$ cat config.mk
export PLATFORM = sky130hd
export DESIGN_NAME = volt_bcd_conv
export DESIGN_NICKNAME = d
export VERILOG_FILES = /design/src/rtl/volt_pkg.sv /design/src/rtl/bin2bcd_dd.sv /design/src/rtl/volt_bcd_conv.sv
export SDC_FILE = /design/constraint.sdc
export NUM_CORES = 1
export LEC_CHECK = 0
export CORE_AREA = 2 2 75 77
export CTS_BUF_LIST = sky130_fd_sc_hd__clkbuf_8
export DETAILED_ROUTE_END_ITERATION = 6
export DIE_AREA = 0 0 77 79
export PLACE_DENSITY = 0.87
export SYNTH_ARGS = -nofsm -noshare
export SYNTH_HDL_FRONTEND = slang
export SYNTH_HIERARCHICAL = 1
export SYNTH_SLANG_ARGS = --single-unit
$ cat constraint.sdc
create_clock -name clk_in -period 2.2 [get_ports clk_in]
set_clock_uncertainty 0.15 [all_clocks]
set_input_delay 0.44 -clock clk_in [delete_from_list [all_inputs] [get_ports clk_in]]
set_output_delay 0.44 -clock clk_in [all_outputs]
set_load 0.01 [all_outputs]
$ cat src/rtl/volt_pkg.sv
// ---------------------------------------------------------------------------
// volt_pkg
// Shared definitions for the ADC-to-BCD voltage converter.
//   - state_t      : top-level controller states (ACC/SCALE/CONV/DONE)
//   - BCD_MAX_X10  : largest value shown, two BCD digits (9.9 V)
//   - SCALE_SHIFT  : fixed-point shift applied after the VREF multiply
//   - ROUND_HALF   : half an LSB at SCALE_SHIFT, added for round-to-nearest
// ---------------------------------------------------------------------------
package volt_pkg;

    typedef enum logic [1:0] {
        ST_ACC   = 2'd0,
        ST_SCALE = 2'd1,
        ST_CONV  = 2'd2,
        ST_DONE  = 2'd3
    } state_t;

    localparam logic [7:0]  BCD_MAX_X10 = 8'd99;
    localparam int          SCALE_SHIFT = 8;
    localparam logic [15:0] ROUND_HALF  = 16'd128;

endpackage

$ cat src/rtl/bin2bcd_dd.sv
// ---------------------------------------------------------------------------
// bin2bcd_dd
// Serial 8-bit double-dabble converter. One shift per clock, eight shifts per
// conversion. The input is expected to be at most 99, so two BCD digits are
// enough to hold the result.
//
// Ports:
//   clk_in    input   1  system clock
//   rst_n_in  input   1  asynchronous active-low reset
//   i_load    input   1  load i_bin, clear the BCD field, start converting
//   i_bin     input   8  binary value to convert (0..99)
//   o_bcd     output  8  BCD shift field, {tens, units}; final after o_done
//   o_done    output  1  high during the cycle whose edge does the last shift
// ---------------------------------------------------------------------------
module bin2bcd_dd (
    input  logic       clk_in,
    input  logic       rst_n_in,
    input  logic       i_load,
    input  logic [7:0] i_bin,
    output logic [7:0] o_bcd,
    output logic       o_done
);

    logic [7:0] r_bin;
    logic [7:0] r_bcd;
    logic [2:0] r_iter;
    logic       r_busy;

    logic [7:0] w_bcdAdj;

    // Add-3 correction: any digit of 5 or more would become >= 10 after the
    // doubling shift, so bias it by 3 so the carry lands in the next digit.
    always_comb begin
        w_bcdAdj = r_bcd;
        if (r_bcd[7:4] >= 4'd5) begin
            w_bcdAdj[7:4] = r_bcd[7:4] + 4'd3;
        end
        if (r_bcd[3:0] >= 4'd5) begin
            w_bcdAdj[3:0] = r_bcd[3:0] + 4'd3;
        end
    end

    // Shift engine. A load restarts the conversion from scratch; otherwise
    // while busy the combined {bcd, bin} register is shifted left once per
    // clock and the iteration counter stops the engine after eight shifts.
    always_ff @(posedge clk_in or negedge rst_n_in) begin
        if (!rst_n_in) begin
            r_bin  <= 8'd0;
            r_bcd  <= 8'd0;
            r_iter <= 3'd0;
            r_busy <= 1'b0;
        end else if (i_load) begin
            r_bin  <= i_bin;
            r_bcd  <= 8'd0;
            r_iter <= 3'd0;
            r_busy <= 1'b1;
        end else if (r_busy) begin
            {r_bcd, r_bin} <= {w_bcdAdj[6:0], r_bin, 1'b0};
            r_iter         <= r_iter + 3'd1;
            if (r_iter == 3'd7) begin
                r_busy <= 1'b0;
            end
        end
    end

    // The last shift is flagged one cycle early so the controller can step
    // into its output state on the same edge the final shift completes.
    assign o_done = r_busy && (r_iter == 3'd7);
    assign o_bcd  = r_bcd;

endmodule

$ cat src/rtl/volt_bcd_conv.sv
// ---------------------------------------------------------------------------
// volt_bcd_conv
// Averages 2^AVG_LOG2 raw ADC samples, scales the mean to volts x10 against
// VREF_X10, converts it to two BCD digits and presents a held BCD byte with a
// one-cycle update strobe.
//
// Parameters:
//   AVG_LOG2  log2 of samples per average (0..8)
//   VREF_X10  ADC full-scale reference in tenths of a volt (1..127)
//
// Ports:
//   clk_in     input   1  system clock
//   rst_n_in   input   1  asynchronous active-low reset
//   adc_valid  input   1  single-cycle strobe, adc_data valid
//   adc_data   input   8  raw unsigned ADC code
//   adc_ready  output  1  high while samples are accepted (state ACC)
//   BCD        output  8  {volts digit, tenths digit}, held between updates
//   bcd_valid  output  1  one-cycle pulse when BCD is updated
//
// Build option:
//   VOLT_HYST_EN  when defined, an update whose value is within 1 of the
//                 value currently shown is suppressed (no write, no strobe).
//                 The first conversion after reset always updates.
// ---------------------------------------------------------------------------
module volt_bcd_conv
    import volt_pkg::*;
#(
    parameter int AVG_LOG2 = 2,
    parameter int VREF_X10 = 33
) (
    input  logic       clk_in,
    input  logic       rst_n_in,
    input  logic       adc_valid,
    input  logic [7:0] adc_data,
    output logic       adc_ready,
    output logic [7:0] BCD,
    output logic       bcd_valid
);

    localparam int SUM_W = 8 + AVG_LOG2;
    localparam int CNT_W = AVG_LOG2 + 1;
    localparam logic [CNT_W-1:0] LAST_COUNT = CNT_W'((1 << AVG_LOG2) - 1);

    state_t           r_state;
    state_t           w_nextState;

    logic [SUM_W-1:0] r_sum;
    logic [CNT_W-1:0] r_count;
    logic [7:0]       r_bcd;
    logic             r_bcdValid;

    logic             w_accept;
    logic             w_lastSample;
    logic             w_load;
    logic             w_ready;
    logic [7:0]       w_mean;
    logic [14:0]      w_prod;
    logic [15:0]      w_rounded;
    logic [7:0]       w_scaled;
    logic [7:0]       w_v;
    logic [7:0]       w_convBcd;
    logic             w_convDone;

    assign w_accept     = adc_valid && (r_state == ST_ACC);
    assign w_lastSample = (r_count == LAST_COUNT);

    // Scaling path, evaluated combinationally and consumed in SCALE.
    // The sum cannot overflow, so the mean is simply the top 8 bits of it.
    // mean*VREF_X10 fits 15 bits for the allowed parameter range.
    assign w_mean    = 8'(r_sum >> AVG_LOG2);
    assign w_prod    = 15'(w_mean) * 15'(VREF_X10);
    assign w_rounded = {1'b0, w_prod} + ROUND_HALF;
    assign w_scaled  = 8'(w_rounded >> SCALE_SHIFT);
    assign w_v       = (w_scaled > BCD_MAX_X10) ? BCD_MAX_X10 : w_scaled;

    bin2bcd_dd u_bin2bcd (
        .clk_in   (clk_in),
        .rst_n_in (rst_n_in),
        .i_load   (w_load),
        .i_bin    (w_v),
        .o_bcd    (w_convBcd),
        .o_done   (w_convDone)
    );

    // Controller state register.
    always_ff @(posedge clk_in or negedge rst_n_in) begin
        if (!rst_n_in) begin
            r_state <= ST_ACC;
        end else begin
            r_state <= w_nextState;
        end
    end

    // Next-state and control decode. The converter is loaded during SCALE,
    // runs its eight shifts during CONV, and DONE is the single output cycle.
    always_comb begin
        w_nextState = r_state;
        w_load      = 1'b0;
        w_ready     = 1'b0;
        case (r_state)
            ST_ACC: begin
                w_ready = 1'b1;
                if (w_accept && w_lastSample) begin
                    w_nextState = ST_SCALE;
                end
            end
            ST_SCALE: begin
                w_load      = 1'b1;
                w_nextState = ST_CONV;
            end
            ST_CONV: begin
                if (w_convDone) begin
                    w_nextState = ST_DONE;
                end
            end
            ST_DONE: begin
                w_nextState = ST_ACC;
            end
            default: begin
                w_nextState = ST_ACC;
            end
        endcase
    end

    // Accumulator. The sum is held through SCALE so the mean can be taken,
    // and is only cleared in DONE ready for the next window. Samples that
    // arrive outside ACC are ignored rather than queued.
    always_ff @(posedge clk_in or negedge rst_n_in) begin
        if (!rst_n_in) begin
            r_sum   <= '0;
            r_count <= '0;
        end else if (r_state == ST_DONE) begin
            r_sum   <= '0;
            r_count <= '0;
        end else if (w_accept) begin
            r_sum   <= r_sum + SUM_W'(adc_data);
            r_count <= r_count + CNT_W'(1);
        end
    end

`ifdef VOLT_HYST_EN
    logic [6:0] r_vNew;
    logic [6:0] r_shown;
    logic       r_shownValid;
    logic [6:0] w_diff;
    logic       w_update;

    // Distance between the fresh result and the value on display; an update
    // is needed when it exceeds one count or nothing has been shown yet.
    assign w_diff   = (r_vNew > r_shown) ? (r_vNew - r_shown) : (r_shown - r_vNew);
    assign w_update = !r_shownValid || (w_diff > 7'd1);

    // Output registers with hysteresis. The binary result is captured in
    // SCALE alongside the converter load so DONE can compare it against the
    // shown value without decoding BCD back to binary.
    always_ff @(posedge clk_in or negedge rst_n_in) begin
        if (!rst_n_in) begin
            r_vNew       <= 7'd0;
            r_shown      <= 7'd0;
            r_shownValid <= 1'b0;
            r_bcd        <= 8'h00;
            r_bcdValid   <= 1'b0;
        end else begin
            r_bcdValid <= 1'b0;
            if (r_state == ST_SCALE) begin
                r_vNew <= 7'(w_v);
            end
            if ((r_state == ST_DONE) && w_update) begin
                r_bcd        <= w_convBcd;
                r_bcdValid   <= 1'b1;
                r_shown      <= r_vNew;
                r_shownValid <= 1'b1;
            end
        end
    end
`else
    // Output registers. BCD only ever changes in DONE, and the strobe is a
    // single-cycle pulse that follows that write.
    always_ff @(posedge clk_in or negedge rst_n_in) begin
        if (!rst_n_in) begin
            r_bcd      <= 8'h00;
            r_bcdValid <= 1'b0;
        end else begin
            r_bcdValid <= 1'b0;
            if (r_state == ST_DONE) begin
                r_bcd      <= w_convBcd;
                r_bcdValid <= 1'b1;
            end
        end
    end
`endif

    assign adc_ready = w_ready;
    assign BCD       = r_bcd;
    assign bcd_valid = r_bcdValid;

endmodule
==> results <==
cell usage after synthesis (2+ instances only):
master,n
and3_2,2
dfrtp_1,44
ha_1,30
or3_1,4
a2111oi_0,2
o211ai_1,3
nand2b_1,5
buf_2,5
nor3_1,8
fa_1,2
inv_1,22
nand3_1,3
a211oi_1,5
a211o_1,3
o21a_1,6
buf_4,2
and2_1,2
nor2b_1,6
mux2_2,8
a21o_1,5
nor2_1,13
a21oi_1,13
nand2_1,24
o2111ai_1,2
o21ai_0,14
o221ai_1,3
a31oi_1,2
clkbuf_1,2
mux2i_1,11
nand3b_1,4
xnor2_1,5
worst paths after layout:
path                       startpoint  slack (ps)                 end  depth (start not counted)
min                            BCD[5]         360              BCD[5]                          1
max reg2reg                  r_sum[3]        -200  u_bin2bcd/r_bin[4]                         12
min reg2reg                    BCD[5]         360              BCD[5]                          1
min in group asynchronous    rst_n_in         490  u_bin2bcd/o_bcd[6]                          2
max                          r_sum[3]        -200  u_bin2bcd/r_bin[4]                         12
max in group asynchronous    rst_n_in         900            r_sum[8]                          3
registers in the layout, indices dropped and copies added (netlist names):
register          cells
u_bin2bcd/o_bcd       8
BCD                   8
u_bin2bcd/r_bin       8
r_count               3
u_bin2bcd/r_busy      1
r_sum                10
bcd_valid             1
r_state               2
u_bin2bcd/r_iter      3
report_power, final:
group / switching (W) / internal, W / total (W)
clock network: 0.000270 / 0.000447 / 0.000716
logic: 0.00139 / 0.00149 / 0.00288
registers: 0.000275 / 0.00114 / 0.00141
final cells by class:
class	count	share of cell area
flip-flops and latches	44	0.2985
repair buffers	66	0.1522
multi-input cells	208	0.4666
clock buffers	5	0.01864
inverters	23	0.02338
well taps	72	0.02440
clock inverters	2	0.01627
metal layers:
layer,global-route usage,up-vias,routed length (µm)
met4,0.09643,0,172
met2,0.3965,77,3215
met1,0.2578,1144,2623
met5,0,-,0
met3,0.04205,21,229
li1,-,1141,-
critical path, stage by stage, from the launching register on:
cell	delay [ps]
dfrtp_1	410
ha_4	240
and3_4	180
ha_4	250
a21o_1	140
ha_4	150
inv_2	30
fa_2	340
inv_1	60
a31oi_1	80
xnor2_1	130
nand2_1	60
o21ai_1	60
through the flow:
stage,hold WS (ps),setup TNS (ps),area (µm²),instances
final,362.6,-665.5,3692,420
after global routing,386.0,-1065,3692,420
after CTS,364.7,-676.7,3586,418
after detailed placement,287.7,-2323,3413,407
after global placement,287.3,-1901,3413,407
after floorplan,-5.591,-375.2,2867,285
cell families (layout without fill, tap and decap cells):
family,count (synthesis),in the layout,share of synthesized area
xor+xnor,5,5,0.01556
fa+ha+maj,32,32,0.1476
buf+inv,33,96,0.04891
other cells,1,2,0.001333
compound gates,69,69,0.1725
flops,44,44,0.3913
simple gates,80,80,0.1476
mux,20,20,0.07515
repair_timing:
action                                 4_1_cts  5_1_grt
gates resized for setup                      6       13
setup endpoints to repair                    8       10
hold buffers                                 1        0
endpoints found under the hold margin       20        0
setup buffers                                3        2
pin swaps                                   12        7
==> results.md <==
* Initial antenna violation count at 0
* Critical Path AT at ~2400 ps
* Pwr dens at ~1400 nW/µm²
* Initial Util at 0.5272
* Final Hold Viols at 0
* Global Route Usage Sum at 0.2206
* Worst-path maximum fanout at 2
* Worst VDD drop at about 0.78 mV
* # diodes at 0
* Fmax achieved at around 0.42 GHz
* Clock slew at reported path FFs at around 80 ps
* IO Count at 21
* Failing checks: negative setup slack
* Final setup viols at 5
* RSZ-0062 raised after global routing: true
* Detailed router's first-iteration violation count at approximately 110
* Final core occ at 0.6917
* Root Buffer: clkbuf_8
* Die Ht at between 70 and 80 µm
* Largest net degree at the start of global routing at 25
* Placer Congestion at between 0.9 and 1
* Total CTS buffers at 5
* Max Slew Vio Count at 0
* Place WS at -349.6 ps
* Ys async rst share at 1.000
* Critical path endpoint category: flop
* Fin crit period at 2403 ps
* WS Path Type: reg2reg
* First-pass GRT wire length at approximately 11000 µm
* Synth warn at 6
* Worst skew pair latency at ~300 ps
* Yosys top cell area share at 0.3913
* Crit start category: flop
* Vias in the first global route at about 2400
* Antenna-violating nets left at 0
* Vias per std cell at around 5.7
* CTS HTree Levels at 2
* # fillers at just over 400
* Synth top area cells: dfrtp_1 (39%), ha_1 (13%), mux2i_1 (3.9%)
* Post-synth cell types at 55
* Overall power at ~0.005 W
* Rel. slew slack at 0.6631
* FF+latch count, synth at 44
* 1st-pass router iterations at 4
* Cells after Synth at about 280
* Synth area leader: dfrtp_1
* Hold crit path type: reg2reg
* CP required at around 2200 ps
* Max-cap violations at 0
* Area of the multi-input gates at between 1500 and 2000 µm²
* Area grow syn2layout at 31.21%
* Die width at a little under 80 µm
* Most frequent cells in the layout: dfrtp_1 (43), buf_4 (43), nand2_1 (24), inv_1 (21), ha_1 (21)
* PortBufs at 20
* Num rows at 27
* Pin slew with the least headroom to its limit at between 500 and 600 ps
* Status: complete, but fails checks
* CORE AREA at about 5300 µm²
* Via count at between 2000 and 2500
* Fin crit share at 1.092
* # nets final at 391
* Most used DFF post-synth: dfrtp_1
* DRC viols at 0
* HPWL after DPL at between 4000 and 5000 µm
* Full die area at 6083 µm²
* Drt wl/cell at 14.86 µm
* Post-synth EDFFs at 0
* Avg Cell Area, Syn at 9.908 µm²
* Layout cells sized above 1 at 0.2529
* Residual overflow from global routing at 0
* Leak at roughly 1.8 nW
* Seq/Total Area, Yosys at 0.3913
* Clk sink count at 44
* Register area at roughly 1100 µm²
* CTS tree: built
* Detailed-route wire length at approximately 6200 µm
* Synthesized area at 2814 µm²
* Post-route setup slack at -203.2 ps
* Clk buf depth at 2
Power figures use the tool's default switching activity.
